==> src/rtl/user_cl_pkg.sv <==
// Shared definitions for the CL user compute blocks.
//   state_t             : packet summer FSM states
//   DEFAULT_TRAILER_TAG : default tag byte in bits [31:24] of a trailer word
//   HDR_N_*             : position of the operand count in a header word
//   TRL_*               : field positions inside a trailer word
//   make_trailer()      : packs {tag, n, carries} into a trailer word
package user_cl_pkg;

  typedef enum logic [2:0] {
    IDLE,
    HDR_WAIT,
    OP_REQ,
    OP_WAIT,
    WR_SUM,
    WR_TRL
  } state_t;

  localparam logic [7:0]  DEFAULT_TRAILER_TAG = 8'hC5;

  localparam int unsigned HDR_N_LSB     = 0;
  localparam int unsigned HDR_N_W       = 8;

  localparam int unsigned TRL_CARRY_LSB = 0;
  localparam int unsigned TRL_CARRY_W   = 16;
  localparam int unsigned TRL_N_LSB     = 16;
  localparam int unsigned TRL_N_W       = 8;
  localparam int unsigned TRL_TAG_LSB   = 24;
  localparam int unsigned TRL_TAG_W     = 8;

  function automatic logic [31:0] make_trailer(
    input logic [TRL_TAG_W-1:0]   tag,
    input logic [TRL_N_W-1:0]     n,
    input logic [TRL_CARRY_W-1:0] carries
  );
    logic [31:0] w;
    w = '0;
    w[TRL_TAG_LSB   +: TRL_TAG_W]   = tag;
    w[TRL_N_LSB     +: TRL_N_W]     = n;
    w[TRL_CARRY_LSB +: TRL_CARRY_W] = carries;
    return w;
  endfunction

endpackage

==> src/rtl/user_cl_packet_summer.sv <==
// Packet summer between the host-to-user and user-to-host command FIFOs.
// Pops a header (N = header[7:0]) and N operands, then pushes the wrapped
// 32-bit sum followed by a trailer {TRAILER_TAG, N, carries}.
// Ports:
//   clock       main CL clock (clk_main_a0)
//   reset       synchronous, active-high reset
//   data_empty  input FIFO empty
//   data_rd     input FIFO pop strobe (data valid on data_din next cycle)
//   data_din    input FIFO read data
//   data_full   output FIFO full
//   data_wr     output FIFO push strobe
//   data_dout   output FIFO write data
//   busy        high whenever the FSM is not idle
//   pkt_count   completed packet count, wraps at 2^16
module user_cl_packet_summer
  import user_cl_pkg::*;
#(
  parameter logic [7:0] TRAILER_TAG = DEFAULT_TRAILER_TAG
) (
  input  logic        clock,
  input  logic        reset,
  input  logic        data_empty,
  output logic        data_rd,
  input  logic [31:0] data_din,
  input  logic        data_full,
  output logic        data_wr,
  output logic [31:0] data_dout,
  output logic        busy,
  output logic [15:0] pkt_count
);

  state_t      state;
  state_t      state_nxt;

  logic [7:0]  n_q;
  logic [7:0]  remaining_q;
  logic [31:0] acc_q;
  logic [15:0] carries_q;

  logic [7:0]  hdr_n;
  logic [32:0] add_full;
  logic [15:0] carries_upd;
  logic        last_op;

  assign hdr_n       = data_din[HDR_N_LSB +: HDR_N_W];
  assign add_full    = {1'b0, acc_q} + {1'b0, data_din};
  assign carries_upd = (add_full[32] && (carries_q != '1)) ? carries_q + 16'd1 : carries_q;
  assign last_op     = (remaining_q == 8'd1);

  // The strobes are decoded from the registered state and gated by the FIFO
  // flags of the same cycle, so a pop never meets an empty FIFO and a push
  // never meets a full one. data_dout, busy and pkt_count are flops.
  always_comb begin
    state_nxt = state;
    data_rd   = 1'b0;
    data_wr   = 1'b0;
    unique case (state)
      IDLE: begin
        if (!data_empty) begin
          data_rd   = 1'b1;
          state_nxt = HDR_WAIT;
        end
      end
      HDR_WAIT: begin
        state_nxt = (hdr_n == '0) ? WR_SUM : OP_REQ;
      end
      OP_REQ: begin
        if (!data_empty) begin
          data_rd   = 1'b1;
          state_nxt = OP_WAIT;
        end
      end
      OP_WAIT: begin
        state_nxt = last_op ? WR_SUM : OP_REQ;
      end
      WR_SUM: begin
        if (!data_full) begin
          data_wr   = 1'b1;
          state_nxt = WR_TRL;
        end
      end
      WR_TRL: begin
        if (!data_full) begin
          data_wr   = 1'b1;
          state_nxt = IDLE;
        end
      end
      default: state_nxt = IDLE;
    endcase
  end

  // data_dout is loaded one state ahead: the sum when entering WR_SUM, the
  // trailer when leaving WR_SUM, so it is already stable while a full FIFO
  // holds the FSM.
  always_ff @(posedge clock) begin
    if (reset) begin
      state       <= IDLE;
      n_q         <= '0;
      remaining_q <= '0;
      acc_q       <= '0;
      carries_q   <= '0;
      data_dout   <= '0;
      busy        <= 1'b0;
      pkt_count   <= '0;
    end else begin
      state <= state_nxt;
      busy  <= (state_nxt != IDLE);
      unique case (state)
        HDR_WAIT: begin
          n_q         <= hdr_n;
          remaining_q <= hdr_n;
          acc_q       <= '0;
          carries_q   <= '0;
          if (hdr_n == '0) begin
            data_dout <= '0;
          end
        end
        OP_WAIT: begin
          acc_q       <= add_full[31:0];
          carries_q   <= carries_upd;
          remaining_q <= remaining_q - 8'd1;
          if (last_op) begin
            data_dout <= add_full[31:0];
          end
        end
        WR_SUM: begin
          if (!data_full) begin
            data_dout <= make_trailer(TRAILER_TAG, n_q, carries_q);
          end
        end
        WR_TRL: begin
          if (!data_full) begin
            pkt_count <= pkt_count + 16'd1;
          end
        end
        default: ;
      endcase
    end
  end

endmodule

==> config.mk <==
export PLATFORM = sky130hd
export DESIGN_NAME = user_cl_packet_summer
export DESIGN_NICKNAME = d
export VERILOG_FILES = /design/src/rtl/user_cl_pkg.sv /design/src/rtl/user_cl_packet_summer.sv
export SDC_FILE = /design/constraint.sdc
export NUM_CORES = 1
export LEC_CHECK = 0
export ABC_AREA = 1
export ABC_CLOCK_PERIOD_IN_PS = 3100
export BUFFER_PORTS_ARGS = -buffer_cell sky130_fd_sc_hd__buf_4
export CORE_MARGIN = 2
export CORE_UTILIZATION = 40
export DETAILED_ROUTE_END_ITERATION = 8
export MAX_ROUTING_LAYER = met4
export PLACE_DENSITY = 0.68
export SETUP_SLACK_MARGIN = 0.5
export SYNTH_ARGS = -nofsm -noshare
export SYNTH_HDL_FRONTEND = slang
export SYNTH_SLANG_ARGS = --single-unit
==> constraint.sdc <==
create_clock -name clock -period 3.1 [get_ports clock]
set_clock_uncertainty 0.1 [all_clocks]
set_input_delay 0.62 -clock clock [delete_from_list [all_inputs] [get_ports clock]]
set_output_delay 0.62 -clock clock [all_outputs]
set_load 0.03 [all_outputs]
==> results of run 1 <==
## layout make-up
type	instances	area share [%]
clock buffers	20	5.06
flip-flops and latches	116	26.3
multi-input cells	861	48.0
well taps	229	3.25
repair buffers	96	8.31
clock inverters	12	2.03
inverters	164	7.00
## tightest hold or removal path: stages (launching register included)
cell,delay (ns)
dfxtp_1,0.31
nand2_1,0.06
a21oi_1,0.05
## metal layers
metal,vias up,track usage [%]
met5,-,-
met2,191,36.2
met4,0,7.60
met3,35,3.92
li1,3928,-
met1,3370,29.5
## through the flow
stage / setup WS, ns / utilization, % / cell area [µm²] / power [µW]
floorplan: 0.693 / - / 7320 / 1950
detailed placement: 0.211 / 45.6 / 8180 / 2140
global placement: 0.297 / 45.6 / 8180 / 2130
finish: 0.716 / 49.1 / 8820 / 4230
global route: 0.502 / 49.1 / 8820 / 4380
CTS: 0.575 / 49.0 / 8810 / 4260
## state kept, by name (all words and copies together) (netlist names)
register,flops
pkt_count,16
acc_q,32
state,3
n_q,8
carries_q,16
remaining_q,8
busy,1
data_dout,32
## placed cells by master (no fill, tap or decap), types with 2 or more instances in the layout
cell,count
bufinv_16,4
o21ai_1,35
clkbuf_16,17
nand4_1,4
or2_2,6
nor3_1,19
a31oi_1,9
o21ai_0,21
o311ai_0,2
ha_1,36
nor3b_1,3
nand3_1,65
clkinv_4,2
nand2_4,2
o21a_1,2
nor2_4,2
buf_4,95
nand3b_1,11
a21oi_1,140
xnor2_1,8
inv_1,159
nand2_2,3
and2_1,5
dfxtp_1,116
nor2_1,89
nand2_1,375
nor4_1,2
clkinvlp_4,2
xor2_1,10
inv_2,3
nor2_2,3
clkbuf_1,2
clkinv_2,3
## Yosys cell counts
cell,n
nand2_1,375
inv_1,159
a21oi_1,140
dfxtp_1,116
nor2_1,89
nand3_1,65
ha_1,36
o21ai_1,35
clkbuf_1,22
o21ai_0,21
nor3_1,19
nand3b_1,11
xor2_1,10
a31oi_1,9
xnor2_1,8
buf_2,6
or2_2,6
and2_1,5
inv_2,4
nand2_2,4
nand4_1,4
buf_4,3
nor2_2,3
nor3b_1,3
buf_6,2
nand2_4,2
nor2_4,2
nor4_1,2
o21a_1,2
o311ai_0,2
a2bb2oi_1,1
and3_1,1
buf_1,1
clkinv_1,1
fa_1,1
nand3_2,1
nor3_4,1
o211ai_1,1
o21ai_2,1
o21bai_1,1
## cell families after synthesis
logic type / synth area share, %
buffers and inverters: 10.6
adders and majority gates: 6.42
AOI/OAI and AO/OA: 15.0
DFF: 31.7
and+or+nand+nor: 34.1
xor gates and xnor gates: 2.15
## final timing paths
| path | start | endpoint | depth (start not counted) |
|---|---|---|---|
| max | acc_q[0] | carries_q[10] | 16 |
| max reg2reg | acc_q[0] | carries_q[10] | 16 |
| min reg2reg | n_q[7] | n_q[7] | 2 |
| min | n_q[7] | n_q[7] | 2 |
## report_power, final
| group | switching [µW] | leakage, µW | internal (µW) | total [µW] |
|---|---|---|---|---|
| Clock | 754 | 0.000302 | 1370 | 2120 |
| Combinational | 345 | 0.00294 | 188 | 534 |
| Sequential | 34.9 | 0.000941 | 1540 | 1580 |
| Total | 1130 | 0.00419 | 3100 | 4230 |
==> run_results.csv, run 1 <==
group,metric,value,unit
routing,num_vias,7524,
timing,slew_violations,0,
routing,wl_per_cell,14.3,µm
clock_tree,cts_tree,"yes",
critical_path,critPathSlowestCell,"fa_1",
die,die_h,139,µm
place,gp_congestion,0.963,
cells_and_area,multiInputGateArea,0.00424,mm²
logic_synthesis,avgSynthCellArea,6.23,µm²
place,hpwl,15900,µm
timing,holdWs,0.365,ns
cells_and_area,drive_gt1_share,11.8,%
global_routing,grt_max_degree,65,
clock_tree,postCtsResizedCells,0,
cells_and_area,seq_area,0.00232,mm²
logic_synthesis,synth_top_area_cell,"dfxtp_1",
critical_path,critical_path_required,3.35,ns
routing,met1_length,10000,µm
timing,fmax,0.420,GHz
clock_tree,root_buffer,"clkbuf_16",
logic_synthesis,synthCells,1175,
global_routing,antenna_found_initial,0,
die,fp.dieW,139,µm
logic_synthesis,ys_seq_elements,116,
timing,final_hold_viol_count,0,
timing,fin_crit,2.38,ns
clock_tree,cts_buffer_depth,2,
place,port_buffers,86,
die,start_util,40.8,%
critical_path,rrSetupSlack,0.72,ns
clock_tree,clock_sinks,116,
clock_tree,htree_levels,4,
place,placed_cells,1466,
die,rows,49,
timing,tightestPinTransition,0.767,ns
timing,setup_tns,0,ns
global_routing,grt_pass1_wl,34600,µm
die,die_area,0.0194,mm²
routing,detail-route-antenna-nets,0,
clock_tree,cts_buffers,17,
critical_path,cp-end-kind,"flip-flop",
critical_path,cp_common_cell,"nand2_1",
routing,drcViolationCount,0,
logic_synthesis,synth_warnings,0,
critical_path,worstPathArrival,2.63,ns
routing,wl_met3,1120,µm
routing,maxUsedRoutingLayer,"met4",
logic_synthesis,synth_top_area_share,31.7,%
die,pin_count,87,
timing,finalCritPeriodShare,76.9,%
timing,rsz0062_at_grt,"false",
clock_tree,path_clk_slew,0.06,ns
routing,detail_route.wirelength,21400,µm
critical_path,max_stage_delay,0.36,ns
status,status,"finished, final reports clean",
die,coreArea,0.0180,mm²
power_and_ir_drop,irDropWorstVdd,0.425,mV
cells_and_area,n_antenna_cell,0,
timing,slew_headroom,48.8,%
global_routing,grt_pass1_vias,7013,
cells_and_area,fin_nets,1329,
cells_and_area,fillers,1867,
routing,drt_pass1_iterations,5,
clock_tree,hold_buffers,0,
logic_synthesis,syn_nets,1248,
logic_synthesis,synth_area,0.00732,mm²
cells_and_area,area_growth,20.5,%
critical_path,cp_num_buf_inv,2,
critical_path,cp_top_family,"simple AND/OR/NAND/NOR gates",
logic_synthesis,yosysSeqAreaShare,31.7,%
critical_path,worstSetupStartpointType,"flip-flop",
logic_synthesis,ys_top_cells_by_area,"dfxtp_1 32%, nand2_1 19%, a21oi_1 9.6%, inv_1 8.1%, ha_1 6.1%",
flow_run,cap_violations,0,
clock_tree,cts_setup_buffers,0,
global_routing,grt_overflow_total,0,
critical_path,crit_chain,"ha_1 -> inv_1 -> fa_1 -> inv_1 -> nand2_1 -> nand2_1 -> nand3_1 -> nand2_1 -> nand2_1 -> nand2_2 -> nand2_2 -> nand2_4 -> nand2_4 -> nand2_8 -> nand2_1 -> a21oi_1",
global_routing,grt_use_total,22.8,%
power_and_ir_drop,power_leakage,0.00419,µW
min_path,holdCritPathClass,"flip-flop to flip-flop",
cells_and_area,fin_cells,1498,
critical_path,path_max_fanout,14,
timing,setup_viol,0,
critical_path,critPathKind,"flip-flop to flip-flop",
logic_synthesis,netlist-cell-type-count,40,
power_and_ir_drop,p_per_area,480,mW/mm²
routing,via_per_inst,5.02,
routing,wl_met2,9820,µm
clock_tree,clk_latency,0.43,ns
routing,drtIter0Drc,442,
(Power assumes the default switching activity.)
==> run 2, diff against run 1 <==
ABC_CLOCK_PERIOD_IN_PS = 2300   (was 3100)
clock period = 2.3 ns   (was 3.1 ns; I/O delays follow)
==> run 2 against run 1 <==
Effect of this change: sequential cell count did not move; critical path depth is the same; setup slack lost 0.59 ns; die area is the same; largest cell class unchanged; clock-buffer cell count shrank 2; non-clock buffer count increased by 85; global-route usage grew 1.7 points; register-to-register slack worse by 0.59 ns.
==> run_results.csv, run 2 (same netlist as run 1, synthesis figures left out) <==
group,metric,value,unit
clock_tree,clock_sinks,116,
timing,final_hold_viol_count,0,
cells_and_area,layout_common_cells,"300 x nand2_1, 155 x buf_4, 146 x inv_1, 93 x dfxtp_1, 89 x a21oi_1",
cells_and_area,design_area,0.0110,mm²
critical_path,cp_common_cell,"nand2_2",
critical_path,max_stage_delay,0.34,ns
clock_tree,clk_latency,0.43,ns
clock_tree,cts_tree,"yes",
flow_run,cap_violations,0,
die,die_h,139,µm
routing,drcViolationCount,0,
critical_path,cp_top_family,"simple AND/OR/NAND/NOR gates",
cells_and_area,final_core_util,61.4,%
global_routing,grt_max_degree,65,
timing,setup_viol,0,
cells_and_area,fin_nets,1415,
timing,fin_crit,2.17,ns
critical_path,cp_num_buf_inv,3,
cells_and_area,fin_cells,1584,
clock_tree,hold_buffers,0,
cells_and_area,fillers,1537,
die,coreArea,0.0180,mm²
global_routing,grt_overflow_total,0,
timing,tightestPinTransition,0.821,ns
clock_tree,cts_buffers,17,
place,hpwl,16400,µm
die,rows,49,
routing,drtIter0Drc,679,
status,status,"finished, final reports clean",
critical_path,path_max_fanout,8,
clock_tree,htree_levels,4,
timing,rsz0062_at_grt,"true",
clock_tree,path_clk_slew,0.06,ns
clock_tree,root_buffer,"clkbuf_16",
die,die_area,0.0194,mm²
critical_path,crit_chain,"ha_4 -> inv_2 -> fa_2 -> inv_2 -> nand2_2 -> nand2_2 -> nand3_2 -> nand2_2 -> nand2_2 -> nand2_4 -> nand2_4 -> nand2_4 -> nand2_8 -> buf_12 -> nand3_2 -> a21oi_1",
timing,slew_violations,0,
routing,num_vias,8300,
routing,wl_per_cell,15.8,µm
die,pin_count,87,
place,port_buffers,86,
timing,fmax,0.460,GHz
global_routing,grt_pass1_wl,37400,µm
place,place_area,0.00877,mm²
timing,slew_headroom,45.3,%
power_and_ir_drop,irDropWorstVdd,0.500,mV
cells_and_area,largestRegisters,"acc_q x32, data_dout x32",
timing,finalCritPeriodShare,94.5,%
global_routing,grt_pass1_vias,7612,
routing,detail_route.wirelength,25100,µm
place,placed_cells,1511,
power_and_ir_drop,p_per_area,521,mW/mm²
critical_path,worstSetupStartpointType,"flip-flop",
cells_and_area,area_growth,50.5,%
routing,via_per_inst,5.24,
global_routing,antenna_found_initial,0,
place,gp_congestion,0.951,
clock_tree,cts_buffer_depth,2,
cells_and_area,n_antenna_cell,0,
critical_path,cp-end-kind,"flip-flop",
die,start_util,40.8,%
critical_path,critical_path_required,2.47,ns
power_and_ir_drop,power_leakage,0.00484,µW
critical_path,critPathSlowestCell,"dfxtp_2",
min_path,holdCritPathClass,"input port to flip-flop",
cells_and_area,drive_gt1_share,36.5,%
critical_path,critPathKind,"flip-flop to flip-flop",
global_routing,grt_use_total,24.6,%
die,fp.dieW,139,µm
routing,detail-route-antenna-nets,0,
cells_and_area,final_common_cell,"nand2_1",
critical_path,worstPathArrival,2.35,ns
routing,drt_pass1_iterations,5,
-- run 2: cell count changes in the layout (fill, tap and decap cells not counted), sizes merged --
cell      previous run  this run
buf                 96       177
bufbuf               0         1
bufinv               4         1
clkbuf              20        21
clkinv               6         4
clkinvlp             2         6
inv                164       167
nand2              381       382
-- run 2: power breakdown --
part,internal [µW],total (µW),switching (µW)
clock,1520,2570,1050
combinational,423,1040,613
sequential,2080,2130,53.9
total,4020,5740,1720
-- run 2: metal layers --
| metal | share of wire [%] | up-vias | track usage, % |
|---|---|---|---|
| met1 | 43 | 3881 | 29.6 |
| met4 | 3.8 | 0 | 11.2 |
| met2 | 49 | 249 | 39.8 |
| li1 | - | 4110 | - |
| met3 | 4.4 | 60 | 4.75 |
| met5 | 0 | - | - |
-- run 2: through the flow --
stage	TNS, ns	worst slack [ns]	hold slack [ns]	total power [µW]
floorplan	0	0.132	0.345	2650
global placement	-1.36	-0.104	0.353	2960
detailed placement	-2.13	-0.160	0.358	2960
CTS	0	0.178	0.264	5610
global route	0	0.0186	0.294	5940
finish	0	0.126	0.281	5740
-- run 2: tightest hold or removal path: stages --
cell	delay, ns
buf_4	0.15
nand2_1	0.09
a21oi_1	0.06
-- run 2: cell type report --
cell class	instances	area (µm²)	area share [%]
multi-input combinational	862	5620	51.0
sequential	116	2360	21.4
timing repair buffer	181	1570	14.2
inverter	164	626	5.67
clock buffer	18	439	3.98
tap	229	287	2.60
clock inverter	14	129	1.17
-- run 2: path summary, 6_finish.rpt --
kind | from | end | slack, ns | cells after the start
worst min-delay path | data_din[4] | n_q[4] | 0.28 | 3
worst min register to register | n_q[4] | n_q[4] | 0.37 | 2
worst max register to register | acc_q[0] | carries_q[7] | 0.13 | 16
worst max-delay path | acc_q[0] | carries_q[7] | 0.13 | 16
-- run 2: repair_timing --
| action | CTS | global route |
|---|---|---|
| gates cloned | 1 | 4 |
| pin swaps | 53 | 56 |
| setup buffers | 16 | 20 |
| gates resized for setup | 153 | 175 |
| setup endpoints to repair | 88 | 83 |
==> run 3, diff against run 2 <==
ABC_CLOCK_PERIOD_IN_PS = 2400   (was 2300)
clock period = 2.4 ns   (was 2.3 ns; I/O delays follow)
==> run 3 against run 2 <==
Effect of this change: die area is the same; highest routed layer unchanged; register-to-register slack better by 0.15 ns; sequential share of layout area rose by 0.99 points; sequential power fell by 4%; final area is 4.5% lower; via count decreased by 2.6%; routed wire length down 2.3%; sequential cell count did not move; power grew 1.2%; combinational power is 13% lower; critical path depth unchanged.
==> run_results.csv, run 3 (same netlist as run 1, synthesis figures left out) <==
group,metric,value,unit
status,status,"finished, final reports clean",
cells_and_area,layout_common_cells,"306 x nand2_1, 151 x inv_1, 126 x buf_4, 93 x a21oi_1, 93 x dfxtp_1",
global_routing,grt_max_degree,40,
cells_and_area,drive_gt1_share,33.1,%
clock_tree,path_clk_slew,0.06,ns
cells_and_area,n_antenna_cell,0,
critical_path,cp-end-kind,"flip-flop",
die,die_h,139,µm
cells_and_area,fin_nets,1377,
flow_run,cap_violations,0,
place,hpwl,16300,µm
critical_path,critPathKind,"flip-flop to flip-flop",
routing,via_per_inst,5.23,
timing,holdWs,0.298,ns
timing,slew_headroom,66.0,%
timing,finalCritPeriodShare,88.6,%
routing,wl_per_cell,15.9,µm
clock_tree,clk_latency,0.43,ns
clock_tree,cts_buffer_depth,2,
critical_path,rrSetupSlack,0.27,ns
timing,fin_crit,2.13,ns
critical_path,worstPathArrival,2.33,ns
place,gp_congestion,0.905,
cells_and_area,area_growth,43.7,%
cells_and_area,design_area,0.0105,mm²
clock_tree,htree_levels,4,
timing,tightestPinTransition,0.511,ns
global_routing,grt_overflow_total,0,
die,die_area,0.0194,mm²
critical_path,worstSetupStartpointType,"flip-flop",
routing,drtIter0Drc,588,
critical_path,path_max_fanout,7,
routing,drcViolationCount,0,
timing,final_hold_viol_count,0,
routing,detail_route.wirelength,24500,µm
timing,rsz0062_at_grt,"true",
cells_and_area,largestRegisters,"acc_q x32, data_dout x32",
die,pin_count,87,
routing,num_vias,8084,
die,fp.dieW,139,µm
die,start_util,40.8,%
power_and_ir_drop,irDropWorstVdd,0.562,mV
die,rows,49,
die,coreArea,0.0180,mm²
routing,drt_pass1_iterations,5,
global_routing,grt_pass1_vias,7476,
timing,slew_violations,0,
clock_tree,clock_sinks,116,
routing,detail-route-antenna-nets,0,
clock_tree,hold_buffers,0,
power_and_ir_drop,power_leakage,0.00460,µW
place,port_buffers,86,
timing,setup_viol,0,
place,place_area,0.00848,mm²
critical_path,critical_path_required,2.60,ns
global_routing,grt_use_total,24.5,%
global_routing,grt_pass1_wl,37000,µm
power_and_ir_drop,p_per_area,552,mW/mm²
clock_tree,cts_buffers,17,
global_routing,antenna_found_initial,0,
clock_tree,cts_tree,"yes",
cells_and_area,final_common_cell,"nand2_1",
min_path,holdCritPathClass,"input port to flip-flop",
timing,fmax,0.470,GHz
clock_tree,root_buffer,"clkbuf_16",
==> run 3: changes by cell type in the layout (fill, tap and decap cells not counted), moves of 5 or more <==
cell        delta
inv_2          -7
nor2_4         -5
inv_1          +5
clkinvlp_4     -6
nand2_4        -9
buf_6          -5
nor3_2         +5
buf_4         -29
nand2_1        +6
==> run 3: worst paths after layout <==
path                                  start      endpoint  depth (start not counted)
worst min-delay path            data_din[5]        n_q[5]                          3
worst max-delay path               acc_q[0]  carries_q[6]                         16
worst max register to register     acc_q[0]  carries_q[6]                         16
worst min register to register       n_q[7]        n_q[7]                          2
==> run 3: final cells by class <==
class,count,area [µm²]
inverter,164,624
clock buffer,23,478
timing repair buffer,143,1190
multi-input combinational,862,5410
fill,1670,7440
clock inverter,9,174
sequential,116,2360
tap,229,287
==> run 3: metal layers <==
metal | global-route usage [%] | vias to the layer above | share of wire, %
li1 | - | 4015 | -
met1 | 30.4 | 3777 | 44
met2 | 40.0 | 247 | 49
met3 | 3.61 | 45 | 4.9
met4 | 9.99 | 0 | 2.5
met5 | - | - | 0
==> run 3: critical path: stages (launching register included) <==
cell     delay, ns
dfxtp_2       0.35
ha_4          0.13
inv_2         0.03
fa_2          0.32
inv_2         0.07
nand2_2       0.05
nand2_2       0.06
nand3_2       0.09
nand2_2       0.10
nand2_2       0.05
nand2_2       0.10
nand2_4       0.06
nand2_4       0.10
nand2_8       0.11
buf_12        0.17
nand3_2       0.07
a21oi_2       0.05
==> run 3: stage by stage <==
step | TNS (ns) | std cells | total power [µW] | worst slack, ns | utilization, %
2_1_floorplan | 0 | 1175 | 2530 | 0.211 | -
3_3_place_gp | 0 | 1488 | 2790 | 0.0247 | 47.2
3_5_place_dp | -0.109 | 1488 | 2790 | -0.0314 | 47.2
4_1_cts | 0 | 1531 | 5690 | 0.293 | 54.2
5_1_grt | 0 | 1546 | 5980 | 0.143 | 58.6
6_report | 0 | 1546 | 5810 | 0.273 | 58.6
==> run 3: where the power goes <==
| part | leakage [µW] | switching, µW | internal, µW | total, µW |
|---|---|---|---|---|
| logic | 0.00332 | 555 | 349 | 905 |
| clock network | 0.000321 | 939 | 1920 | 2860 |
| registers | 0.000953 | 50.4 | 1990 | 2040 |
| total | 0.00460 | 1540 | 4260 | 5810 |
==> run 3: repair_timing <==
action,CTS,global route
setup buffers,10,13
resized for setup,111,181
hold endpoints to repair,0,0
pin swaps,49,70
gates cloned,1,2
setup endpoints to repair,70,82
